**config.mk**
```make
export PLATFORM = sky130hd
export DESIGN_NAME = seq_shift_divider
export DESIGN_NICKNAME = d
export VERILOG_FILES = /design/src/rtl/div_pkg.sv /design/src/rtl/div_step.sv /design/src/rtl/seq_shift_divider.sv
export SDC_FILE = /design/constraint.sdc
export NUM_CORES = 1
export LEC_CHECK = 0
export ABC_CLOCK_PERIOD_IN_PS = 5600
export CORE_MARGIN = 2
export CORE_UTILIZATION = 39
export CTS_CLUSTER_SIZE = 25
export DETAILED_ROUTE_END_ITERATION = 16
export HOLD_SLACK_MARGIN = 0.1
export PLACE_DENSITY_LB_ADDON = 0.12
export RECOVER_POWER = 100
export SLEW_MARGIN = 0
export SYNTH_ARGS = -nofsm -noshare
export SYNTH_HDL_FRONTEND = slang
export SYNTH_SLANG_ARGS = --single-unit
```
**constraint.sdc**
```tcl
create_clock -name clock -period 5.6 [get_ports clock]
set_input_delay 1.4 -clock clock [delete_from_list [all_inputs] [get_ports clock]]
set_output_delay 1.4 -clock clock [all_outputs]
set_load 0.03 [all_outputs]
```
**src/rtl/div_pkg.sv**
```systemverilog
// Shared types and helpers for the sequential shift divider.
// The signed datapath helpers are only referenced when DIV_SIGNED_EN is defined.
package div_pkg;

    // State encodings, kept explicit so debug views and checkers can decode them.
    localparam logic [1:0] ST_IDLE_ENC = 2'd0;
    localparam logic [1:0] ST_RUN_ENC  = 2'd1;
    localparam logic [1:0] ST_DONE_ENC = 2'd2;

    typedef enum logic [1:0] {
        IDLE = ST_IDLE_ENC,
        RUN  = ST_RUN_ENC,
        DONE = ST_DONE_ENC
    } div_state_t;

    // Widest operand the magnitude helper handles; callers sign-extend into it.
    localparam int DIV_MAX_W = 64;

    // Magnitude of a sign-extended operand. When is_signed is 0 the value is
    // returned untouched. The most-negative value maps to its unsigned
    // magnitude in the low bits, which is what the iteration needs.
    function automatic logic [DIV_MAX_W-1:0] abs_val(input logic [DIV_MAX_W-1:0] value,
                                                     input logic                 is_signed);
        logic [DIV_MAX_W-1:0] mag;
        if (is_signed && value[DIV_MAX_W-1]) begin
            mag = (~value) + DIV_MAX_W'(1);
        end else begin
            mag = value;
        end
        return mag;
    endfunction

endpackage

```
**src/rtl/div_step.sv**
```systemverilog
// One restoring-division iteration: shift {R,Q} left, trial-subtract D,
// and insert the resulting quotient bit at the bottom of Q.
module div_step #(
    parameter int WIDTH = 32
) (
    input  logic [WIDTH-1:0] r_i,
    input  logic [WIDTH-1:0] q_i,
    input  logic [WIDTH-1:0] d_i,
    output logic [WIDTH-1:0] r_o,
    output logic [WIDTH-1:0] q_o
);

    logic [WIDTH:0] r_ext_s;
    logic [WIDTH:0] trial_s;
    logic           qbit_s;

    // Trial subtract at WIDTH+1 bits; the bit shifted out of R is kept so
    // divisors with the top bit set still divide correctly.
    always_comb begin
        r_ext_s = {r_i, q_i[WIDTH-1]};
        trial_s = r_ext_s - {1'b0, d_i};
        if (trial_s[WIDTH] == 1'b0) begin
            r_o    = trial_s[WIDTH-1:0];
            qbit_s = 1'b1;
        end else begin
            r_o    = r_ext_s[WIDTH-1:0];
            qbit_s = 1'b0;
        end
        q_o = {q_i[WIDTH-2:0], qbit_s};
    end

endmodule

```
**src/rtl/seq_shift_divider.sv**
```systemverilog
// Iterative restoring divider with start/ready handshake.
// Signed operation (sign-magnitude pre/post processing) is built only when
// DIV_SIGNED_EN is defined; otherwise is_signed is ignored.
module seq_shift_divider
    import div_pkg::*;
#(
    parameter  int WIDTH = 32,
    localparam int CNT_W = $clog2(WIDTH + 1)
) (
    input  logic             clock,
    input  logic             reset_n,
    input  logic             start,
    input  logic             is_signed,
    input  logic [WIDTH-1:0] dividend,
    input  logic [WIDTH-1:0] divisor,
    output logic             busy,
    output logic             ready,
    output logic [WIDTH-1:0] quotient,
    output logic [WIDTH-1:0] remainder,
    output logic             exception
);

    localparam logic [CNT_W-1:0] CNT_LAST = CNT_W'(WIDTH - 1);

    div_state_t       state_q, state_d;
    logic [CNT_W-1:0] cnt_q, cnt_d;
    logic [WIDTH-1:0] r_q, r_d;
    logic [WIDTH-1:0] q_q, q_d;
    logic [WIDTH-1:0] d_q, d_d;
    logic             dz_q, dz_d;
    logic             busy_q, busy_d;
    logic             ready_q, ready_d;
    logic [WIDTH-1:0] quo_q, quo_d;
    logic [WIDTH-1:0] rem_q, rem_d;
    logic             exc_q, exc_d;

    logic [WIDTH-1:0] step_r_s, step_q_s;
    logic [WIDTH-1:0] a_mag_s, b_mag_s;
    logic [WIDTH-1:0] quo_fix_s, rem_fix_s;

`ifdef DIV_SIGNED_EN
    logic             neg_quo_q, neg_quo_d;
    logic             neg_rem_q, neg_rem_d;
    logic             a_neg_s, b_neg_s;
    logic [DIV_MAX_W-1:0] a_abs_s, b_abs_s;
    logic             unused_abs_hi_s;

    assign a_neg_s   = is_signed & dividend[WIDTH-1];
    assign b_neg_s   = is_signed & divisor[WIDTH-1];
    assign a_abs_s   = abs_val(DIV_MAX_W'($signed(dividend)), is_signed);
    assign b_abs_s   = abs_val(DIV_MAX_W'($signed(divisor)), is_signed);
    assign a_mag_s   = a_abs_s[WIDTH-1:0];
    assign b_mag_s   = b_abs_s[WIDTH-1:0];
    assign unused_abs_hi_s = ^{a_abs_s, b_abs_s};
    assign quo_fix_s = neg_quo_q ? ((~q_q) + WIDTH'(1)) : q_q;
    assign rem_fix_s = neg_rem_q ? ((~r_q) + WIDTH'(1)) : r_q;
`else
    logic unused_is_signed_s;

    assign unused_is_signed_s = is_signed;
    assign a_mag_s   = dividend;
    assign b_mag_s   = divisor;
    assign quo_fix_s = q_q;
    assign rem_fix_s = r_q;
`endif

    div_step #(.WIDTH(WIDTH)) u_step (
        .r_i (r_q),
        .q_i (q_q),
        .d_i (d_q),
        .r_o (step_r_s),
        .q_o (step_q_s)
    );

    // State and datapath registers; reset clears everything immediately.
    always_ff @(posedge clock or negedge reset_n) begin
        if (!reset_n) begin
            state_q   <= IDLE;
            cnt_q     <= {CNT_W{1'b0}};
            r_q       <= {WIDTH{1'b0}};
            q_q       <= {WIDTH{1'b0}};
            d_q       <= {WIDTH{1'b0}};
            dz_q      <= 1'b0;
            busy_q    <= 1'b0;
            ready_q   <= 1'b0;
            quo_q     <= {WIDTH{1'b0}};
            rem_q     <= {WIDTH{1'b0}};
            exc_q     <= 1'b0;
`ifdef DIV_SIGNED_EN
            neg_quo_q <= 1'b0;
            neg_rem_q <= 1'b0;
`endif
        end else begin
            state_q   <= state_d;
            cnt_q     <= cnt_d;
            r_q       <= r_d;
            q_q       <= q_d;
            d_q       <= d_d;
            dz_q      <= dz_d;
            busy_q    <= busy_d;
            ready_q   <= ready_d;
            quo_q     <= quo_d;
            rem_q     <= rem_d;
            exc_q     <= exc_d;
`ifdef DIV_SIGNED_EN
            neg_quo_q <= neg_quo_d;
            neg_rem_q <= neg_rem_d;
`endif
        end
    end

    // Next-state and datapath control; results only move in DONE.
    always_comb begin
        state_d   = state_q;
        cnt_d     = cnt_q;
        r_d       = r_q;
        q_d       = q_q;
        d_d       = d_q;
        dz_d      = dz_q;
        ready_d   = 1'b0;
        quo_d     = quo_q;
        rem_d     = rem_q;
        exc_d     = exc_q;
`ifdef DIV_SIGNED_EN
        neg_quo_d = neg_quo_q;
        neg_rem_d = neg_rem_q;
`endif
        case (state_q)
            IDLE: begin
                // A start coinciding with the ready pulse is deliberately dropped.
                if (start && !ready_q) begin
                    cnt_d = {CNT_W{1'b0}};
                    r_d   = {WIDTH{1'b0}};
                    if (divisor != {WIDTH{1'b0}}) begin
                        q_d       = a_mag_s;
                        d_d       = b_mag_s;
                        dz_d      = 1'b0;
`ifdef DIV_SIGNED_EN
                        neg_quo_d = a_neg_s ^ b_neg_s;
                        neg_rem_d = a_neg_s;
`endif
                        state_d   = RUN;
                    end else begin
                        q_d       = {WIDTH{1'b0}};
                        d_d       = {WIDTH{1'b0}};
                        dz_d      = 1'b1;
`ifdef DIV_SIGNED_EN
                        neg_quo_d = 1'b0;
                        neg_rem_d = 1'b0;
`endif
                        state_d   = DONE;
                    end
                end else begin
                    state_d = IDLE;
                end
            end
            RUN: begin
                r_d   = step_r_s;
                q_d   = step_q_s;
                cnt_d = cnt_q + CNT_W'(1);
                if (cnt_q == CNT_LAST) begin
                    state_d = DONE;
                end else begin
                    state_d = RUN;
                end
            end
            DONE: begin
                ready_d = 1'b1;
                dz_d    = 1'b0;
                state_d = IDLE;
                if (dz_q) begin
                    quo_d = {WIDTH{1'b0}};
                    rem_d = {WIDTH{1'b0}};
                    exc_d = 1'b1;
                end else begin
                    quo_d = quo_fix_s;
                    rem_d = rem_fix_s;
                    exc_d = 1'b0;
                end
            end
            default: begin
                state_d = IDLE;
            end
        endcase
        busy_d = (state_d != IDLE);
    end

    assign busy      = busy_q;
    assign ready     = ready_q;
    assign quotient  = quo_q;
    assign remainder = rem_q;
    assign exception = exc_q;

endmodule
```
# Yosys cells after proc, flatten, opt, wreduce, memory -nomap -nowiden
# Cells that the tools add are included.
[word_totals]
word_cells = 48
ff_bits = 172
output_inout_bits = 67
input_bits = 68
[op_classes]
n_reduce_logical = 10
eq_ne = 4
n_addsub = 2
mux = 21
[op_table]
columns = ["op", "count"]
rows = [
  ["$mux W32", 7],
  ["$pmux W32 S2", 2],
  ["$sub A33 B32 Y33", 1],
  ["$reduce_bool A32 Y1", 1],
  ["$pmux W6 S2", 1],
  ["$add A6 B1 Y6 const B", 1],
  ["$eq A6 B5 Y1 const B", 1],
  ["$mux W2", 3],
  ["$mux W6", 1],
  ["$reduce_and A2 Y1", 3],
  ["$reduce_bool A2 Y1", 3],
  ["$mux W1", 5],
  ["$pmux W2 S2", 1],
  ["$eq A2 B1 Y1 const B", 1],
  ["$eq A2 B2 Y1 const B", 1],
  ["$logic_not A2 Y1", 1],
  ["$ne A2 B2 Y1 const B", 1],
  ["$pmux W1 S2", 1],
  ["$logic_and A1 B1 Y1", 1],
  ["$logic_not A1 Y1", 1],
]

# Logic depth before layout (Yosys ltp)
# Gate-level depths: netlist of the first run.
[logic_depth]
depth_word = 5
depth_mapped = 15
depth_no_buf = 14

# Hierarchy
# From an unflattened synthesis of the first run, not the netlist that was laid out.
[unflattened]
cells_unflattened = 1061
hier_area_um2 = 9679.3
[modules_own_cells]
columns = ["module", "cells_per_inst", "area_each_um2", "seq_area_each_um2", "n_inst"]
rows = [
  ["seq_shift_divider", 724, 7080.5, 4304.1, 1],
  ["div_step", 337, 2598.7, 0.0, 1],
]

# Least setup slack after synthesis of the first run
# No wires, ideal clock.
[synth_path]
path_kind = "input -> register"
start = "input port divisor[25]"
end = "register q_q[10]"
t_arrival_ns = 3.104
path_stages = 9
setup_slack_ns = 2.369
cell_sequence = "nor4_1 > nand4_1 > or2_2 > clkbuf_1 > and2_1 > clkbuf_1 > clkbuf_1 > a222oi_1 > inv_1"
[synth_via]
elab_chain_cells = 4
[synth_rtl]
columns = ["item", "line", "source"]
rows = [
  ["start, declared", "seq_shift_divider.sv:15", "input logic [WIDTH-1:0] divisor,"],
  ["$reduce_bool A32 Y1", "seq_shift_divider.sv:134", "if (divisor != {WIDTH{1'b0}}) begin"],
  ["$mux W32", "seq_shift_divider.sv:134", ""],
  ["$mux W32", "seq_shift_divider.sv:131", "if (start && !ready_q) begin"],
  ["$pmux W32 S2", "seq_shift_divider.sv:128", "case (state_q)"],
  ["end signal, assigned", "seq_shift_divider.sv:81", "q_q <= {WIDTH{1'b0}};"],
  ["end signal, assigned", "seq_shift_divider.sv:97", "q_q <= q_d;"],
  ["end, declared", "seq_shift_divider.sv:28", "logic [WIDTH-1:0] q_q, q_d;"],
]
# Every way passes these cells. The select of a mux whose other input is x is not followed.
# A chain may end at the register's enable or synchronous reset.

# Worst setup path in the final report of the first run
[layout_path]
start = "register q_q[31]"
end = "register r_q[27]"
[layout_via]
elab_chain_cells = 3
[layout_rtl]
columns = ["item", "line", "source"]
rows = [
  ["$sub A33 B32 Y33", "div_step.sv:21", "trial_s = r_ext_s - {1'b0, d_i};"],
  ["$mux W32", "div_step.sv:22", "if (trial_s[WIDTH] == 1'b0) begin"],
  ["$pmux W32 S2", "seq_shift_divider.sv:128", ""],
  ["end signal, assigned", "seq_shift_divider.sv:80", "r_q <= {WIDTH{1'b0}};"],
  ["end signal, assigned", "seq_shift_divider.sv:96", "r_q <= r_d;"],
  ["end, declared", "seq_shift_divider.sv:27", "logic [WIDTH-1:0] r_q, r_d;"],
]
# Every way passes these cells.

==> flow_summary_export.csv, run 1 <==
group,metric,value,unit
clock_tree,hold_buffers,0,
critical_path,rr_worst_depth,15,
routing,vias,7073,
synthesis,seq_area_frac_synth,48.1,%
routing,wl_met3,778,um
critical_path,critPathMaxFanout,32,
global_routing,antenna_found_initial,0,
finish,n_antenna_cell,0,
power_and_ir_drop,comb_power_share,54.2,%
critical_path,critPathSlowestCell,"clkbuf_2",
routing,route.met2.wl,9880,um
routing,wirelength,21900,um
power_and_ir_drop,irDropWorstVdd,326,uV
finish,final_cell_mix,"dfrtp_1, nand2_1, o21ai_0",
clock_tree,cts_inserted_buffers,17,
synthesis,ys_ff_latch,172,
power_and_ir_drop,switching_share,42.6,%
power_and_ir_drop,p_clk_share,17.0,%
clock_tree,clk_pin_slew,70,ps
critical_path,r2r_setup_slack,1060,ps
floorplanning,start_util,39.6,%
power_and_ir_drop,leakage,5.11,nW
clock_tree,post_cts_buffers,0,
sta,maxSlewHeadroom,-69.8,%
routing,drc_errors,0,
finish,fin_cells,1369,
critical_path,path_class,"reg -> reg",
global_routing,grt_max_degree,104,
power_and_ir_drop,cellPowerDensity,632,nW/um^2
sta,drv_slew,199,
critical_path,crit_path_start_kind,"flop",
sta,finalHoldViolCount,0,
floorplanning,design.core.area,22600,um^2
synthesis,synth.area.mux_share,3.18,%
sta,worstMarginPinSlew,2550,ps
placed_design,hpwl,15100,um
power_and_ir_drop,intPower,3.99,mW
routing,wire_per_inst,16.0,um
synthesis,synthAdderAreaFrac,4.84,%
critical_path,crit_top_cell,"inv_1",
global_routing,grt_overflow_total,0,
critical_path,crit_chain,"inv_1 -> ha_1 -> inv_1 -> fa_1 -> a211o_1 -> a211oi_1 -> o211ai_1 -> a21oi_1 -> nor3_2 -> nor2_1 -> xnor2_1 -> clkbuf_2 -> mux2i_1 -> o22ai_1 -> a31o_1",
critical_path,cp-end-kind,"flop",
power_and_ir_drop,p_sw,2.95,mW
sta,period_needed,4540,ps
finish,final_common_cell,"dfrtp_1",
clock_tree,cts_tree,"yes",
critical_path,rr_startpoint,"q_q[31]",
floorplanning,pin_count,135,
synthesis,synth-async-reset-ratio,100,%
run_status,status,"finished, violations left",
floorplanning,die_w,155,um
placed_design,finalWeightedCongestion,0.862,
critical_path,crit_end,"r_q[27]",
synthesis,avgSynthCellArea,9.21,um^2
power_and_ir_drop,power.share.sequential,28.8,%
routing,ant_nets,0,
clock_tree,cts.sinks,172,
global_routing,grt_pass1_wl,36200,um
synthesis,synth_top_family_by_area,"simple AND/OR/NAND/NOR gates",
finish,layout-drive-gt1-share,4.89,%
clock_tree,cts_max_level,4,
critical_path,worstPathRequired,5910,ps
synthesis,synth-warning-count,0,
routing,met1_length,11100,um
critical_path,max_stage_delay,890,ps
synthesis,synth_fp_nets,1073,
placed_design,port_buffers,133,
sta,period_share,81.0,%
synthesis,synth_cell_types,63,
synthesis,synth_ff_type,"dfrtp_1",
critical_path,crit_arrival,4850,ps
run_status,violations,"max-capacitance violations, max-slew violations",
synthesis,synthCells,971,
sta,fmax,220,MHz
sta,finalSetupTns,0,ps
floorplanning,dieArea,24200,um^2
synthesis,synth_xor_area_share,3.05,%
routing,firstDrtPassIters,7,
floorplanning,row_count,55,
clock_tree,ctsResizeCount,0,
clock_tree,cts_root_buf,"clkbuf_16",
synthesis,synthSimpleGateAreaFrac,17.8,%
sta,rsz0062_at_grt,"false",
synthesis,synth-edff-count,0,
clock_tree,clk_latency,430,ps
finish,syn2layout_area_growth,22.8,%
synthesis,netlist_area,8940,um^2
global_routing,grt_pass1_vias,6796,
finish,layout.nets,1173,
hold_path,worstHoldPathType,"reg -> reg",
placed_design,dp_cells,1337,
sta,setup_viol_count_final,0,
sta,fin_skew,13.0,ps
critical_path,timing.rr.end,"r_q[27]",
routing,drt_iter0_drc,378,
clock_tree,cts_buffer_depth,2,
global_routing,grt.total_usage,18.8,%
critical_path,cp-startpoint,"q_q[31]",
floorplanning,die_h,155,um
routing,via_per_inst,5.17,
routing,top_layer_used,"met4",
power_and_ir_drop,power,6.94,mW
run,drv_cap,3,
synthesis,synth-compound-area-share,17.7,%
critical path, delay by kind of cell, from the launching register on:
kind / cells / cell delay (ps)
multiplexers: 1 / 280
AO/OA/AOI/OAI: 6 / 1500
flip-flops: 1 / 380
AND/OR/NAND/NOR: 2 / 260
buffers and inverters: 3 / 1050
XOR/XNOR: 1 / 330
adder cells (fa/ha/maj): 2 / 600
layout make-up:
type,count,area [um^2]
clock buffer,19,443
clock inverter,13,140
fill,2205,11600
inverter,58,218
multi-input combinational,681,4140
sequential,172,4300
tap,285,357
timing repair buffer,141,1380
worst min-delay path by stage:
stage / from / to / cells past startpoint
floorplan: cnt_q[5] / cnt_q[5] / 1
global placement: cnt_q[5] / cnt_q[5] / 1
detailed placement: cnt_q[5] / cnt_q[5] / 1
CTS: cnt_q[5] / cnt_q[5] / 1
global route: quotient[25] / quotient[25] / 2
finish: remainder[24] / remainder[24] / 2
per-stage QoR:
stage | hold WS [ps] | utilization [%] | setup slack [ps] | instance area [um^2]
2_1_floorplan | 439 | - | 2370 | 8940
3_3_place_gp | 450 | 46.4 | 1230 | 10500
3_5_place_dp | 468 | 46.4 | 1160 | 10500
4_1_cts | 482 | 49.0 | 1610 | 11100
5_1_grt | 496 | 48.6 | 817 | 11000
6_report | 469 | 48.6 | 1060 | 11000
flip-flops by register name (all words and copies together), names as in the netlist:
signal / count
d_q: 32
q_q: 32
quotient: 32
r_q: 32
remainder: 32
cnt_q: 6
state_q: 2
busy: 1
dz_q: 1
exception: 1
ready: 1
power groups by stage:
stage / sequential [mW] / combinational (mW) / clock (mW)
2_1_floorplan: 2.00 / 3.07 / 0
3_3_place_gp: 2.02 / 3.84 / 0
3_5_place_dp: 2.03 / 3.89 / 0
4_1_cts: 2.01 / 3.91 / 1.21
5_1_grt: 2.06 / 4.26 / 1.26
6_report: 2.00 / 3.76 / 1.18
per-layer routing:
metal,up-vias,track usage (%)
met2,157,29.6
met3,16,3.23
met5,-,0
li1,3557,-
met1,3343,27.4
met4,0,3.93
cells in the mapped netlist, drive strengths merged, types with 2 or more instances:
| master | count | share of area [%] |
|---|---|---|
| a211o | 2 | 0.20 |
| a211oi | 2 | 0.22 |
| a21boi | 2 | 0.17 |
| a21o | 15 | 1.3 |
| a21oi | 29 | 1.7 |
| a222oi | 22 | 2.5 |
| a22oi | 3 | 0.25 |
| a2bb2oi | 3 | 0.29 |
| a31oi | 14 | 1.0 |
| and2 | 6 | 0.42 |
| and3 | 4 | 0.28 |
| and4 | 2 | 0.20 |
| buf | 6 | 0.53 |
| clkbuf | 54 | 2.3 |
| dfrtp | 172 | 48 |
| ha | 33 | 4.6 |
| inv | 58 | 2.4 |
| mux2 | 3 | 0.38 |
| mux2i | 25 | 2.8 |
| nand2 | 152 | 6.4 |
| nand2b | 71 | 5.0 |
| nand3 | 34 | 1.9 |
| nand4 | 7 | 0.49 |
| nor2 | 30 | 1.3 |
| nor2b | 7 | 0.49 |
| nor3 | 3 | 0.22 |
| nor4 | 8 | 0.56 |
| o211ai | 2 | 0.22 |
| o21ai | 151 | 8.4 |
| o21bai | 2 | 0.17 |
| o22ai | 2 | 0.14 |
| o311ai | 2 | 0.20 |
| o31ai | 2 | 0.17 |
| or2 | 2 | 0.14 |
| xnor2 | 15 | 1.7 |
| xor2 | 14 | 1.4 |
cell families after synthesis:
family / after synthesis
and+or+nand+nor: 330
AOI/OAI and AO/OA: 260
DFF: 172
buffers and inverters: 118
adders and majority gates: 34
xor gates and xnor gates: 29
muxes: 28
Power figures use the tool's default switching activity.
==> inputs of run 2 (changes only) <==
Settings changed: ABC_CLOCK_PERIOD_IN_PS 5600 to 4700.
Clock period 5.6 ns to 4.7 ns, I/O delays scaled along.
==> run 2 against run 1 <==
  * The run still ends with max-capacitance violations, max-slew violations left
  * Flip-flop and latch count is the same
  * Count of clock-buffer cells in the layout shrank 2
  * Power grew 22%
  * First-iteration DRC count shrank 6.3%
  * Core utilization grew 0.49 points
  * Hold slack gained 1.5 ps
  * Non-clock buffer count grew 3
  * Cell count grew 0.22%
  * Critical endpoint is now q_q[17]
  * Largest cell class unchanged
  * Largest power group unchanged
==> flow_summary_export.csv, run 2 (same netlist as run 1, synthesis figures left out) <==
group,metric,value,unit
run_status,status,"finished, violations left",
run_status,violations,"max-capacitance violations, max-slew violations",
sta,maxSlewHeadroom,-78.3,%
finish,final_common_cell,"dfrtp_1",
hold_path,worstHoldPathType,"reg -> reg",
finish,layout-drive-gt1-share,5.06,%
global_routing,grt.total_usage,18.7,%
sta,fin_skew,13.3,ps
finish,multi_input_area,4150,um^2
finish,fin_cells,1372,
routing,via_per_inst,5.15,
hold_path,min_from,"quotient[28]",
floorplanning,design.core.area,22600,um^2
power_and_ir_drop,irDropWorstVdd,299,uV
finish,syn2layout_area_growth,24.0,%
clock_tree,clk_pin_slew,70,ps
placed_design,hpwl,15300,um
routing,wire_per_inst,16.0,um
routing,drt_iter0_drc,354,
sta,period_needed,3960,ps
clock_tree,cts_tree,"yes",
sta,drv_slew,181,
power_and_ir_drop,cellPowerDensity,762,nW/um^2
sta,setup_viol_count_final,0,
placed_design,dp_cells,1340,
routing,drc_errors,0,
floorplanning,row_count,55,
global_routing,antenna_found_initial,0,
finish,final-seq-area,4300,um^2
routing,ant_nets,0,
floorplanning,die_h,155,um
critical_path,critPathMaxFanout,24,
floorplanning,start_util,39.6,%
placed_design,finalWeightedCongestion,0.866,
critical_path,timing.rr.end,"r_q[8]",
finish,nFillCells,2191,
critical_path,r2r_setup_slack,800,ps
power_and_ir_drop,leakage,5.18,nW
clock_tree,hold_buffers,0,
placed_design,port_buffers,133,
critical_path,path_class,"in -> reg",
sta,finalSetupTns,0,ps
routing,vias,7069,
hold_path,worstHoldEndpoint,"quotient[28]",
clock_tree,cts_root_buf,"clkbuf_16",
sta,finalHoldViolCount,0,
clock_tree,cts_inserted_buffers,17,
finish,layout.nets,1176,
global_routing,grt_pass1_wl,35800,um
routing,wirelength,21900,um
floorplanning,dieArea,24200,um^2
finish,final_cell_mix,"dfrtp_1, nand2_1, o21ai_0",
placed_design,pre_cts_slack,600,ps
power_and_ir_drop,power,8.46,mW
run,drv_cap,2,
clock_tree,post_cts_buffers,0,
routing,firstDrtPassIters,5,
finish,n_antenna_cell,0,
critical_path,rr_startpoint,"q_q[31]",
sta,worstMarginPinSlew,2680,ps
hold_path,whs_path_depth,2,
sta,period_share,84.2,%
clock_tree,ctsResizeCount,0,
critical_path,worstPathRequired,5010,ps
critical_path,rr_worst_depth,14,
sta,fmax,253,MHz
floorplanning,die_w,155,um
critical_path,crit_path_start_kind,"input pin",
clock_tree,clk_latency,430,ps
clock_tree,cts_buffer_depth,2,
global_routing,grt_overflow_total,0,
critical_path,cp-end-kind,"flop",
global_routing,grt_max_degree,105,
clock_tree,cts.sinks,172,
clock_tree,cts_max_level,4,
sta,fin_ws,744,ps
floorplanning,pin_count,135,
global_routing,grt_pass1_vias,6691,
critical_path,crit_arrival,4260,ps
sta,rsz0062_at_grt,"false",
-- run 2: power by group --
group / switching (mW) / internal (mW) / total [mW]
registers: 0.380 / 2.01 / 2.39
clock network: 0.630 / 0.955 / 1.58
logic: 2.53 / 1.95 / 4.48
-- run 2: layout make-up --
class                      instances  area share, %
timing repair buffer             144           12.7
clock buffer                      17           3.84
multi-input combinational        681           37.4
inverter                          58           1.96
clock inverter                    15           2.09
tap                              285           3.22
sequential                       172           38.8
-- run 2: critical path, cell delays in order --
cell             delay (ps)
clkdlybuf4s50_1         420
nor4_1                  540
nand4_1                 230
or2_0                   520
and2_0                  730
a222oi_1                560
inv_1                    70
-- run 2: per-stage QoR --
stage	area (um^2)	util, %	hold slack (ps)
finish	11100	49.1	471
global route	11100	49.1	497
CTS	11200	49.4	480
detailed placement	10500	46.5	465
global placement	10500	46.5	460
floorplan	8940	-	439
-- run 2: worst max-delay path by stage --
stage / startpoint / cells past startpoint / slack [ps] / to
2_1_floorplan: divisor[25] / 9 / 1690 / q_q[10]
3_3_place_gp: divisor[0] / 7 / 630 / q_q[17]
3_5_place_dp: divisor[0] / 7 / 600 / q_q[17]
4_1_cts: divisor[0] / 7 / 1050 / q_q[17]
5_1_grt: q_q[31] / 14 / 380 / r_q[9]
6_report: divisor[0] / 7 / 740 / q_q[17]
-- run 2: layer usage --
layer | vias up | global-route usage [%] | routed length, um
met1 | 3342 | 27.3 | 11200
met2 | 135 | 28.8 | 9740
met4 | 0 | 4.81 | 201
li1 | 3578 | - | -
met5 | - | 0 | 0
met3 | 14 | 3.12 | 788
==> inputs of run 3 (changes only) <==
Settings changed: ABC_CLOCK_PERIOD_IN_PS 4700 to 4000.
Clock period 4.7 ns to 4 ns, I/O delays scaled along.
==> run 3 against run 2 <==
  * The flow still finishes with violations (max-capacitance violations, max-slew violations)
  * Sequential power increased by 17%
  * Clock skew increased by 1.7 ps
  * Non-clock buffer count increased by 7
  * Global-route usage increased by 0.22 points
  * Hold slack got worse by 3.9 ps
  * Clock power increased by 6%
  * Core utilization about the same
  * Critical path depth increased by 2
  * Wire length decreased by 1.5%
  * Largest power group unchanged
==> flow_summary_export.csv, run 3 (same netlist as run 1, synthesis figures left out) <==
group,metric,value,unit
finish,nFillCells,2156,
critical_path,cp-end-kind,"flop",
routing,top_layer_used,"met4",
finish,final-seq-area,4300,um^2
floorplanning,pin_count,135,
sta,finalSetupTns,0,ps
hold_path,whs_path_depth,2,
routing,vias,7124,
run,drv_cap,2,
global_routing,grt_pass1_vias,6775,
clock_tree,cts.sinks,172,
clock_tree,clk_latency,440,ps
clock_tree,clk_pin_slew,80,ps
clock_tree,cts_max_level,4,
routing,drt_iter0_drc,507,
run_status,status,"finished, violations left",
clock_tree,ctsResizeCount,0,
finish,layout-drive-gt1-share,5.94,%
clock_tree,post_cts_buffers,0,
critical_path,rr_worst_depth,14,
sta,period_needed,3520,ps
routing,ant_nets,0,
finish,multi_input_area,4170,um^2
clock_tree,cts_buffer_depth,2,
finish,n_antenna_cell,0,
sta,fmax,284,MHz
global_routing,grt_max_degree,95,
finish,fin_cells,1379,
routing,route.met2.wl,9800,um
global_routing,grt.total_usage,18.9,%
placed_design,placed_cell_area,10600,um^2
critical_path,crit_arrival,3830,ps
floorplanning,die_w,155,um
power_and_ir_drop,cellPowerDensity,887,nW/um^2
sta,rsz0062_at_grt,"false",
sta,setup_viol_count_final,0,
power_and_ir_drop,irDropWorstVdd,338,uV
placed_design,finalWeightedCongestion,0.874,
floorplanning,start_util,39.6,%
global_routing,grt_overflow_total,0,
sta,drv_slew,187,
clock_tree,cts_tree,"yes",
sta,fin_skew,14.9,ps
clock_tree,hold_buffers,0,
floorplanning,dieArea,24200,um^2
finish,final_cell_mix,"dfrtp_1, nand2_1, o21ai_0",
critical_path,critPathMaxFanout,24,
routing,via_per_inst,5.17,
floorplanning,row_count,55,
clock_tree,cts_root_buf,"clkbuf_16",
clock_tree,cts_inserted_buffers,17,
sta,period_share,88.0,%
placed_design,dp_cells,1347,
global_routing,antenna_found_initial,0,
placed_design,port_buffers,133,
run_status,violations,"max-capacitance violations, max-slew violations",
routing,wirelength,21600,um
critical_path,worstPathRequired,4310,ps
routing,met1_length,10800,um
critical_path,path_class,"in -> reg",
sta,worstMarginPinSlew,2320,ps
sta,finalHoldViolCount,0,
placed_design,hpwl,15400,um
placed_design,pre_cts_slack,530,ps
sta,maxSlewHeadroom,-54.6,%
finish,design_area,11100,um^2
routing,firstDrtPassIters,7,
routing,drc_errors,0,
finish,layout.nets,1183,
finish,syn2layout_area_growth,24.0,%
floorplanning,design.core.area,22600,um^2
floorplanning,die_h,155,um
critical_path,crit_path_start_kind,"input pin",
finish,final_common_cell,"dfrtp_1",
hold_path,worstHoldPathType,"reg -> reg",
routing,wl_met3,788,um
sta,fin_ws,482,ps
power_and_ir_drop,leakage,5.16,nW
routing,wire_per_inst,15.7,um
global_routing,grt_pass1_wl,36200,um
run 3: area by class of cell:
| cell class | count | area share, % |
|---|---|---|
| well taps | 285 | 3.21 |
| multi-input cells | 681 | 37.6 |
| flip-flops and latches | 172 | 38.8 |
| clock buffers | 17 | 3.83 |
| clock inverters | 15 | 1.52 |
| inverters | 58 | 1.96 |
| repair buffers | 151 | 13.0 |
run 3: final timing paths:
kind / start / endpoint / slack, ps
setup / recovery: divisor[24] / q_q[14] / 480
hold / removal: quotient[31] / quotient[31] / 470
setup reg to reg: q_q[31] / r_q[19] / 510
hold reg to reg: quotient[31] / quotient[31] / 470
max in group asynchronous: reset_n / d_q[21] / 820
min in group asynchronous: reset_n / q_q[15] / 1250
run 3: power breakdown:
part           total (mW)  switching (mW)  internal (mW)
registers            2.80           0.439           2.36
logic                5.36            3.00           2.36
clock network        1.68           0.787          0.893
run 3: metal layers:
metal	vias to the layer above	global-route usage, %
met5	-	0
met4	0	4.67
met3	17	3.45
met2	145	29.5
met1	3366	27.2
li1	3596	-
run 3: metrics by stage:
stage               util [%]  power [mW]  hold WS [ps]
floorplan                  -        7.10           439
global placement        46.9        8.27           460
detailed placement      46.9        8.37           464
CTS                     49.5        10.1           481
global route            49.1        10.8           495
finish                  49.1        9.84           467
run 3: worst max-delay path, cell delays in order:
cell,delay (ps)
dlygate4sd3_1,550
nor4_1,400
buf_4,190
nand4_1,140
or2_2,390
and2_0,150
clkbuf_1,430
a222oi_1,480
inv_1,90
